File: src/rtl/alu_seq_if.sv
// Handshake/result bundle for alu_seq: the requester drives the master side,
// the ALU implements the slave side.
interface alu_seq_if #(
  parameter int W = 4
);
  logic           start;
  logic [2:0]     func;
  logic [W-1:0]   a;
  logic [W-1:0]   b;
  logic           use_acc;
  logic           ready;
  logic           done;
  logic [2*W-1:0] result;
  logic           zero;

  modport master (
    output start, func, a, b, use_acc,
    input  ready, done, result, zero
  );

  modport slave (
    input  start, func, a, b, use_acc,
    output ready, done, result, zero
  );
endinterface

File: src/rtl/alu_seq.sv
// alu_seq: registered ALU with start/ready handshake and accumulator chaining.
// Define ALU_SEQ_MUL_EN to build func 110 as a W-cycle shift-add multiplier.
module alu_seq #(
  parameter int W = 4
) (
  input  logic     clk,
  input  logic     resetn,
  alu_seq_if.slave bus
);
  localparam int RW = 2 * W;

  logic [RW-1:0] r_result;
  logic          r_zero;
  logic          r_done;
  logic          w_ready;
  logic          w_accept;
  logic          w_is_mul;
  logic          w_mul_last;
  logic [RW-1:0] w_mul_result;
  logic [W-1:0]  w_b;
  logic [RW-1:0] w_a_ext;
  logic [RW-1:0] w_b_ext;
  logic [W:0]    w_diff;
  logic [RW-1:0] w_alu;

  // Chaining takes B from the low half of the result currently held.
  assign w_b      = bus.use_acc ? r_result[W-1:0] : bus.b;
  assign w_a_ext  = {{W{1'b0}}, bus.a};
  assign w_b_ext  = {{W{1'b0}}, w_b};
  assign w_diff   = {1'b0, bus.a} - {1'b0, w_b};
  assign w_accept = bus.start && w_ready;

  always_comb begin
    w_alu = '0;
    case (bus.func)
      3'b000:  w_alu = w_a_ext + RW'(1);
      3'b001:  w_alu = w_a_ext + w_b_ext;
      3'b010:  w_alu = {{(W-1){w_diff[W]}}, w_diff};
      3'b011:  w_alu = {bus.a | w_b, bus.a ^ w_b};
      3'b100:  w_alu = {{(RW-1){1'b0}}, |{bus.a, w_b}};
      3'b101:  w_alu = {bus.a, w_b};
      3'b111:  w_alu = (32'(w_b) >= 32'(RW)) ? '0 : (w_a_ext << w_b);
      default: w_alu = '0;
    endcase
  end

`ifdef ALU_SEQ_MUL_EN
  localparam int CW = $clog2(W + 1);

  typedef enum logic {S_IDLE = 1'b0, S_MUL = 1'b1} state_t;

  state_t        r_state;
  state_t        w_state_next;
  logic [CW-1:0] r_cnt;
  logic [RW-1:0] r_mcand;
  logic [RW-1:0] r_acc;
  logic [W-1:0]  r_mplier;

  assign w_is_mul     = (bus.func == 3'b110);
  assign w_mul_last   = (r_state == S_MUL) && (r_cnt == CW'(1));
  assign w_mul_result = r_acc + (r_mplier[0] ? r_mcand : '0);

  always_ff @(posedge clk or negedge resetn) begin
    if (!resetn) r_state <= S_IDLE;
    else         r_state <= w_state_next;
  end

  always_comb begin
    w_state_next = r_state;
    case (r_state)
      S_IDLE:  if (w_accept && w_is_mul) w_state_next = S_MUL;
      S_MUL:   if (w_mul_last) w_state_next = S_IDLE;
      default: w_state_next = S_IDLE;
    endcase
  end

  always_comb begin
    w_ready = (r_state == S_IDLE);
  end

  // One multiplier bit per edge; the final sum goes straight to the result register.
  always_ff @(posedge clk or negedge resetn) begin
    if (!resetn) begin
      r_cnt    <= '0;
      r_mcand  <= '0;
      r_acc    <= '0;
      r_mplier <= '0;
    end else if (w_accept && w_is_mul) begin
      r_cnt    <= CW'(W);
      r_mcand  <= w_a_ext;
      r_acc    <= '0;
      r_mplier <= w_b;
    end else if (r_state == S_MUL) begin
      r_cnt    <= r_cnt - CW'(1);
      r_mcand  <= r_mcand << 1;
      r_acc    <= w_mul_result;
      r_mplier <= r_mplier >> 1;
    end
  end
`else
  assign w_ready      = 1'b1;
  assign w_is_mul     = 1'b0;
  assign w_mul_last   = 1'b0;
  assign w_mul_result = '0;
`endif

  always_ff @(posedge clk or negedge resetn) begin
    if (!resetn) begin
      r_result <= '0;
      r_zero   <= 1'b1;
      r_done   <= 1'b0;
    end else if (w_accept && !w_is_mul) begin
      r_result <= w_alu;
      r_zero   <= (w_alu == '0);
      r_done   <= 1'b1;
    end else if (w_mul_last) begin
      r_result <= w_mul_result;
      r_zero   <= (w_mul_result == '0);
      r_done   <= 1'b1;
    end else begin
      r_done   <= 1'b0;
    end
  end

  assign bus.ready  = w_ready;
  assign bus.done   = r_done;
  assign bus.result = r_result;
  assign bus.zero   = r_zero;
endmodule

File: src/flat_wrapper.sv
// flat-port wrapper written by rule: the top's interface ports become plain ports
module alu_seq_flat 
#(
  parameter int W = 4
)
  (clk, resetn, bus_start, bus_func, bus_a, bus_b, bus_use_acc, bus_ready, bus_done, bus_result, bus_zero);
  alu_seq_if #(.W(W)) bus_i ();
  input  logic clk;
  input  logic resetn;
  input wire logic [$bits(bus_i.start)-1:0] bus_start;
  input wire logic [$bits(bus_i.func)-1:0] bus_func;
  input wire logic [$bits(bus_i.a)-1:0] bus_a;
  input wire logic [$bits(bus_i.b)-1:0] bus_b;
  input wire logic [$bits(bus_i.use_acc)-1:0] bus_use_acc;
  output wire logic [$bits(bus_i.ready)-1:0] bus_ready;
  output wire logic [$bits(bus_i.done)-1:0] bus_done;
  output wire logic [$bits(bus_i.result)-1:0] bus_result;
  output wire logic [$bits(bus_i.zero)-1:0] bus_zero;
  assign bus_i.start = bus_start;
  assign bus_i.func = bus_func;
  assign bus_i.a = bus_a;
  assign bus_i.b = bus_b;
  assign bus_i.use_acc = bus_use_acc;
  assign bus_ready = bus_i.ready;
  assign bus_done = bus_i.done;
  assign bus_result = bus_i.result;
  assign bus_zero = bus_i.zero;
  alu_seq #(.W(W)) u_core (.clk(clk), .resetn(resetn), .bus(bus_i));
endmodule
File: config.mk
export PLATFORM = sky130hd
export DESIGN_NAME = alu_seq_flat
export DESIGN_NICKNAME = d
export VERILOG_FILES = /design/src/rtl/alu_seq_if.sv /design/src/rtl/alu_seq.sv /design/src/flat_wrapper.sv
export SDC_FILE = /design/constraint.sdc
export NUM_CORES = 1
export LEC_CHECK = 0
export ABC_AREA = 0
export ABC_CLOCK_PERIOD_IN_PS = 5400
export CAP_MARGIN = 20
export CORE_MARGIN = 2
export CORE_UTILIZATION = 50
export CTS_BUF_LIST = sky130_fd_sc_hd__clkbuf_16
export DETAILED_ROUTE_END_ITERATION = 16
export PLACE_DENSITY = 0.85
export SLEW_MARGIN = 25
export SYNTH_ARGS = -nofsm -noshare
export SYNTH_HDL_FRONTEND = slang
export SYNTH_SLANG_ARGS = --single-unit
File: constraint.sdc
create_clock -name clk -period 5.4 [get_ports clk]
set_input_delay 0.54 -clock clk [delete_from_list [all_inputs] [get_ports clk]]
set_output_delay 0.54 -clock clk [all_outputs]
set_load 0.02 [all_outputs]
==> flow_metrics.tcl, run 1 <==
set metrics [dict create \
    numPortBuffers 24 \
    grt_max_degree 17 \
    r2r_setup_slack_ns 2.73 \
    slew_violations 0 \
    grt_usage_pct 26.9 \
    cp-end-kind "flop" \
    synthTopCellsByCount "nor2_1 (18), a21oi_1 (15), ha_1 (13), inv_1 (13), dfrtp_1 (9)" \
    worstMarginPinSlew_ns 0.622 \
    ys.flop_type "dfrtp_1" \
    multi_input_area_um2 918 \
    synthSimpleGateAreaFrac_pct 20.5 \
    synth.area.top_cells "dfrtp_1 (18%), ha_1 (13%), a21oi_1 (5.9%)" \
    cts_hold_buf 0 \
    async_reset_ff_share_pct 100 \
    drc_errors 0 \
    synth_warnings 0 \
    fin_crit_ns 3.38 \
    cts_sinks 10 \
    syn_inst 159 \
    timing.fmax_mhz 296 \
    die_h_um 54.5 \
    worstSetupPathType "in2reg" \
    cts.htree.levels 1 \
    drive_gt1_share_pct 9.50 \
    fp.coreArea_um2 2450 \
    r2r_cells 9 \
    synth-xor-area-share_pct 1.37 \
    avgSynthCellArea_um2 8.03 \
    yosys.cell_count.top_type "nor2_1" \
    nets 210 \
    cts_buffer_depth 2 \
    reg2reg_from "u_core.bus.result[1]$_DFFE_PN0P_" \
    grt_pass1_vias 1205 \
    synthMuxAreaShare_pct 11.2 \
    floorplan.initialDensity_pct 52.0 \
    viasPerCell 6.13 \
    cts_buffers 3 \
    p_leak_nw 0.697 \
    initialDrtViolationCount 80 \
    regArea_um2 251 \
    num_vias 1282 \
    die_x_um 54.5 \
    syn2layout_area_growth_pct 24.4 \
    die_area_um2 2970 \
    critPathArrivalTime_ns 3.56 \
    root_buffer "clkbuf_16" \
    maxSlewHeadroom_pct 57.4 \
    cts_tree "built" \
    period_share_pct 62.6 \
    yosysUniqueCellTypes 52 \
    hold_path_end "u_core.bus.result[7]$_DFFE_PN0P_" \
    cp.required_ns 5.58 \
    rows 18 \
    netlist_area_um2 1280 \
    grt_pass1_wl_mm 5.58 \
    routedWlPerCell_um 17.1 \
    synth_top_family_by_area "compound AO/OA/AOI/OAI gates" \
    synth-adder-area-share_pct 15.9 \
    post_cts_buffers 0 \
    overflow 0 \
    yosysSeqAreaShare_pct 19.7 \
    status "complete, no violations" \
    dr.pass1.iters 4 \
    crit_fanout 8 \
    n_antenna_cell 0 \
    timing.hold.ws_ns 0.498 \
    hpwl_mm 2.84 \
    synth_seq_cells 10 \
    syn-num-nets 189 \
    hp-start "u_core.bus.result[7]$_DFFE_PN0P_" \
    wl_mm 3.57 \
    synth_edf_count 0 \
    clkTransAtPathRegs_ns 0.04 \
    clock_latency_ns 0.24 \
    yosysTopAreaCell "dfrtp_1" \
    setup_tns_ns 0 \
    whs_path_depth 1 \
    synth_top_cell_area_share_pct 17.6 \
    io_pins 26 \
    rsz0062_at_grt "false" \
    post_cts_resized 0 \
    power.density_nw_per_um2 245 \
    synth_compound_area_share_pct 22.7 \
    setup-violations-final 0 \
    final_antenna_net_count 0 \
    final_hold_viol_count 0 \
    vdd_drop_max_v 0.000255 \
    fill_cells 205 \
    r2r-end "u_core.bus.result[3]$_DFFE_PN0P_" \
    cap_violations 0 \
    worst_setup_path_start_kind "input port" \
    antenna_found_initial 0 \
    fin_skew_ns 0.000583 \
    globalplace.congestion 0.938 \
    min_path_type "reg2reg" \
]
[through the flow]
| stage | setup slack (ns) | cell area [µm²] | cells | util (%) | total power, W |
|---|---|---|---|---|---|
| global placement | 1.88 | 1510 | 205 | 61.5 | 0.000252 |
| global route | 1.74 | 1590 | 209 | 64.7 | 0.000412 |
| finish | 2.02 | 1590 | 209 | 64.7 | 0.000389 |
| CTS | 2.01 | 1590 | 209 | 64.7 | 0.000388 |
| floorplan | 2.68 | 1280 | 159 | - | 0.000198 |
| detailed placement | 1.77 | 1510 | 205 | 61.5 | 0.000256 |
[layout make-up]
class / instances / area share [%]
flip-flops and latches: 10 / 15.8
well taps: 30 / 2.36
repair buffers: 24 / 15.1
multi-input cells: 125 / 57.8
clock inverters: 1 / 0.236
inverters: 16 / 3.86
clock buffers: 3 / 4.73
[worst max path at each step]
stage | startpoint | end
final | bus_use_acc | u_core.bus.zero$_DFFE_PN1P_
after global routing | bus_use_acc | u_core.bus.zero$_DFFE_PN1P_
after CTS | bus_use_acc | u_core.bus.zero$_DFFE_PN1P_
after detailed placement | bus_use_acc | u_core.bus.zero$_DFFE_PN1P_
after global placement | bus_use_acc | u_core.bus.zero$_DFFE_PN1P_
after floorplan | bus_use_acc | u_core.bus.zero$_DFFE_PN1P_
[layout by cell type (no fill, tap or decap), types with 2 or more instances in the layout]
cell type,count
mux2_2,4
nand2b_1,4
nand2_1,6
a211oi_1,2
nor4_1,2
xnor2_1,2
o22ai_1,5
fa_1,2
and3_1,2
o21ai_0,3
nand4_1,2
inv_1,13
inv_2,2
nand3_1,7
nor2_1,18
clkdlybuf4s50_1,24
nor3_1,2
dfrtp_1,9
nor2b_1,2
or3_1,2
mux2i_1,6
clkbuf_16,3
a31oi_1,2
ha_1,13
a21oi_1,15
o31ai_1,2
[sequential cells by signal, indices dropped and copies added (netlist names)]
| name | flops |
|---|---|
| u_core.bus.done | 1 |
| u_core.bus.zero | 1 |
| u_core.bus.result | 8 |
[per-layer routing]
layer  GRT usage, %  routed length, µm  part of all wire, %
met1           35.5               1510                   42
met2           44.2               1750                   49
met3           5.19                274                  7.7
met4           7.92                 42                  1.2
met5              0                  0                    0
[worst max-delay path, cell delays in order]
cell	delay, ns
clkdlybuf4s50_1	0.71
mux2i_4	0.44
inv_2	0.11
ha_1	0.21
inv_1	0.07
fa_1	0.39
mux2i_1	0.14
mux2i_1	0.10
a21oi_1	0.22
nand4_1	0.13
nor4b_1	0.30
a32o_1	0.20
[cells by family after synthesis]
logic type	count (synthesis)
adders and majority gates	15
muxes	12
buffers and inverters	24
other	1
xor gates and xnor gates	2
AOI/OAI and AO/OA	43
and+or+nand+nor	52
DFF	10
[power breakdown]
part	total [W]	switching, W	internal (W)	leakage (nW)
sequential	0.0000935	0.00000794	0.0000856	0.118
clock	0.000132	0.0000346	0.0000970	0.0385
combinational	0.000164	0.0000914	0.0000724	0.540
total	0.000389	0.000134	0.000255	0.697
Power figures use the tool's default switching activity.
==> inputs of run 2 (changes only) <==
ABC_CLOCK_PERIOD_IN_PS = 3000   (was 5400)
CORE_UTILIZATION = 46   (was 50)
PLACE_DENSITY = 0.83   (was 0.85)
clock period = 3 ns   (was 5.4 ns; I/O delays follow)
==> run 2 against run 1 <==
  * Clock power is 77% higher
  * Routed wire length grew 15%
  * Global-route usage rose by 0.23 points
  * Flip-flop and latch count is the same
  * First-iteration DRC count is 29% lower
  * Cell count rose by 13%
  * Clock-buffer cell count unchanged
  * Worst setup slack got worse by 1.9 ns
  * Highest routed layer unchanged
==> flow_metrics.tcl, run 2 (same netlist as run 1, synthesis figures left out) <==
set metrics [dict create \
    hpwl_mm 3.31 \
    setup-violations-final 0 \
    p_int_w 0.000496 \
    power.density_nw_per_um2 418 \
    grt_max_degree 16 \
    vdd_drop_max_v 0.000665 \
    antenna_found_initial 0 \
    io_pins 26 \
    clock_latency_ns 0.23 \
    place_inst 232 \
    grt_pass1_vias 1440 \
    worstMarginPinSlew_ns 0.498 \
    num_vias 1406 \
    slew_violations 0 \
    reg2reg_from "u_core.bus.result[0]$_DFFE_PN0P_" \
    die_x_um 56.7 \
    worst_slack_ns 0.149 \
    drive_gt1_share_pct 22.4 \
    r2r_cells 11 \
    root_buffer "clkbuf_16" \
    status "complete, no violations" \
    floorplan.initialDensity_pct 47.5 \
    critPathMaxStageDelay_ns 0.55 \
    cap_violations 0 \
    switching_share_pct 33.9 \
    post-route-util_pct 67.0 \
    cts_buffers 3 \
    cp-end-kind "flop" \
    worstSetupPathType "in2reg" \
    stdcell_count 236 \
    power_switching_w 0.000255 \
    cp_num_buf_inv 3 \
    routedWlPerCell_um 17.4 \
    seq_power_share_pct 22.6 \
    crit_chain "clkdlybuf4s50_1 > buf_4 > mux2_2 > inv_2 > nor2_1 > ha_1 > nor2b_1 > o32a_1 > o22ai_1 > a21oi_1 > nor4b_1 > a32o_1" \
    period_share_pct 95.0 \
    rows 19 \
    grt_pass1_wl_mm 6.78 \
    syn2layout_area_growth_pct 41.0 \
    wl_mm 4.11 \
    final_hold_viol_count 0 \
    largest_reg_flops 8 \
    initialDrtViolationCount 57 \
    cts_buffer_depth 2 \
    final_antenna_net_count 0 \
    r2r_setup_slack_ns 0.46 \
    fp.coreArea_um2 2690 \
    fin_skew_ns 0.00325 \
    critPathArrivalTime_ns 3.01 \
    cp.required_ns 3.16 \
    fin_crit_ns 2.85 \
    viasPerCell 5.96 \
    cts.htree.levels 1 \
    maxSlewHeadroom_pct 66.6 \
    numPortBuffers 24 \
    timing.fmax_mhz 351 \
    nets 236 \
    cts_sinks 10 \
    clkTransAtPathRegs_ns 0.04 \
    crit_family "compound AO/OA/AOI/OAI gates" \
    min_path_type "in2async" \
    dpl_worst_slack_ns -0.0798 \
    slowest_stage "clkdlybuf4s50_1" \
    drc_errors 0 \
    n_antenna_cell 0 \
    p_leak_nw 0.824 \
    pwr-share-comb_pct 46.4 \
    worst_setup_path_start_kind "input port" \
    die_area_um2 3210 \
    clkPwrFrac_pct 31.0 \
    die_h_um 56.7 \
    rsz0062_at_grt "false" \
    cts_tree "built" \
    overflow 0 \
    crit_fanout 5 \
    globalplace.congestion 0.960 \
    dr.pass1.iters 4 \
    final_cell_mix "buf_4 (26), clkdlybuf4s50_1 (24), nor2_1 (18), a21oi_1 (14)" \
    final_common_cell "buf_4" \
    r2r-end "u_core.bus.zero$_DFFE_PN1P_" \
    grt_usage_pct 27.1 \
]
run 2: cell count changes in the layout (fill, tap and decap cells not counted):
cell | previous run | this run
a211oi_2 | 0 | 1
a21oi_1 | 15 | 14
a211oi_1 | 2 | 1
a2bb2oi_2 | 0 | 1
buf_4 | 0 | 26
a2bb2oi_1 | 1 | 0
a21oi_2 | 0 | 1
run 2: layout make-up:
class	count	area, µm²
multi-input combinational	125	933
clock inverter	1	3.75
tap	31	38.8
inverter	16	61.3
fill	246	887
sequential	10	251
clock buffer	3	75.1
timing repair buffer	50	435
run 2: repair_timing:
action                     CTS  global route
hold buffers                 0             0
setup buffers                0             0
setup endpoints to repair    0             2
resized for setup            0             3
run 2: power groups by stage:
stage | clock (W) | sequential (W) | combinational [W]
2_1_floorplan | 0 | 0.000190 | 0.000166
4_1_cts | 0.000237 | 0.000170 | 0.000339
5_1_grt | 0.000244 | 0.000172 | 0.000377
3_5_place_dp | 0 | 0.000171 | 0.000337
6_report | 0.000233 | 0.000170 | 0.000349
3_3_place_gp | 0 | 0.000170 | 0.000329
run 2: metrics by stage:
stage          setup TNS (ns)  instance area, µm²  total power, W  hold WS, ns
2_1_floorplan               0                1280        0.000356      0.00441
6_report                    0                1800        0.000751        0.401
3_3_place_gp           -0.108                1710        0.000499        0.489
3_5_place_dp           -0.143                1710        0.000508        0.492
4_1_cts                     0                1780        0.000746        0.416
5_1_grt                     0                1800        0.000793        0.432
run 2: metal layers:
layer	up-vias	wire, µm	track usage [%]
met5	-	0	0
met4	0	25	5.44
met3	4	308	5.07
met2	54	2030	44.7
met1	686	1750	37.0
li1	662	-	-
run 2: worst max path at each step:
stage | from | end | depth (start not counted)
floorplan | u_core.bus.result[0]$_DFFE_PN0P_ | u_core.bus.zero$_DFFE_PN1P_ | 11
detailed placement | bus_use_acc | u_core.bus.zero$_DFFE_PN1P_ | 12
CTS | bus_use_acc | u_core.bus.zero$_DFFE_PN1P_ | 12
finish | bus_use_acc | u_core.bus.zero$_DFFE_PN1P_ | 12
global route | bus_use_acc | u_core.bus.zero$_DFFE_PN1P_ | 12
global placement | bus_use_acc | u_core.bus.zero$_DFFE_PN1P_ | 12
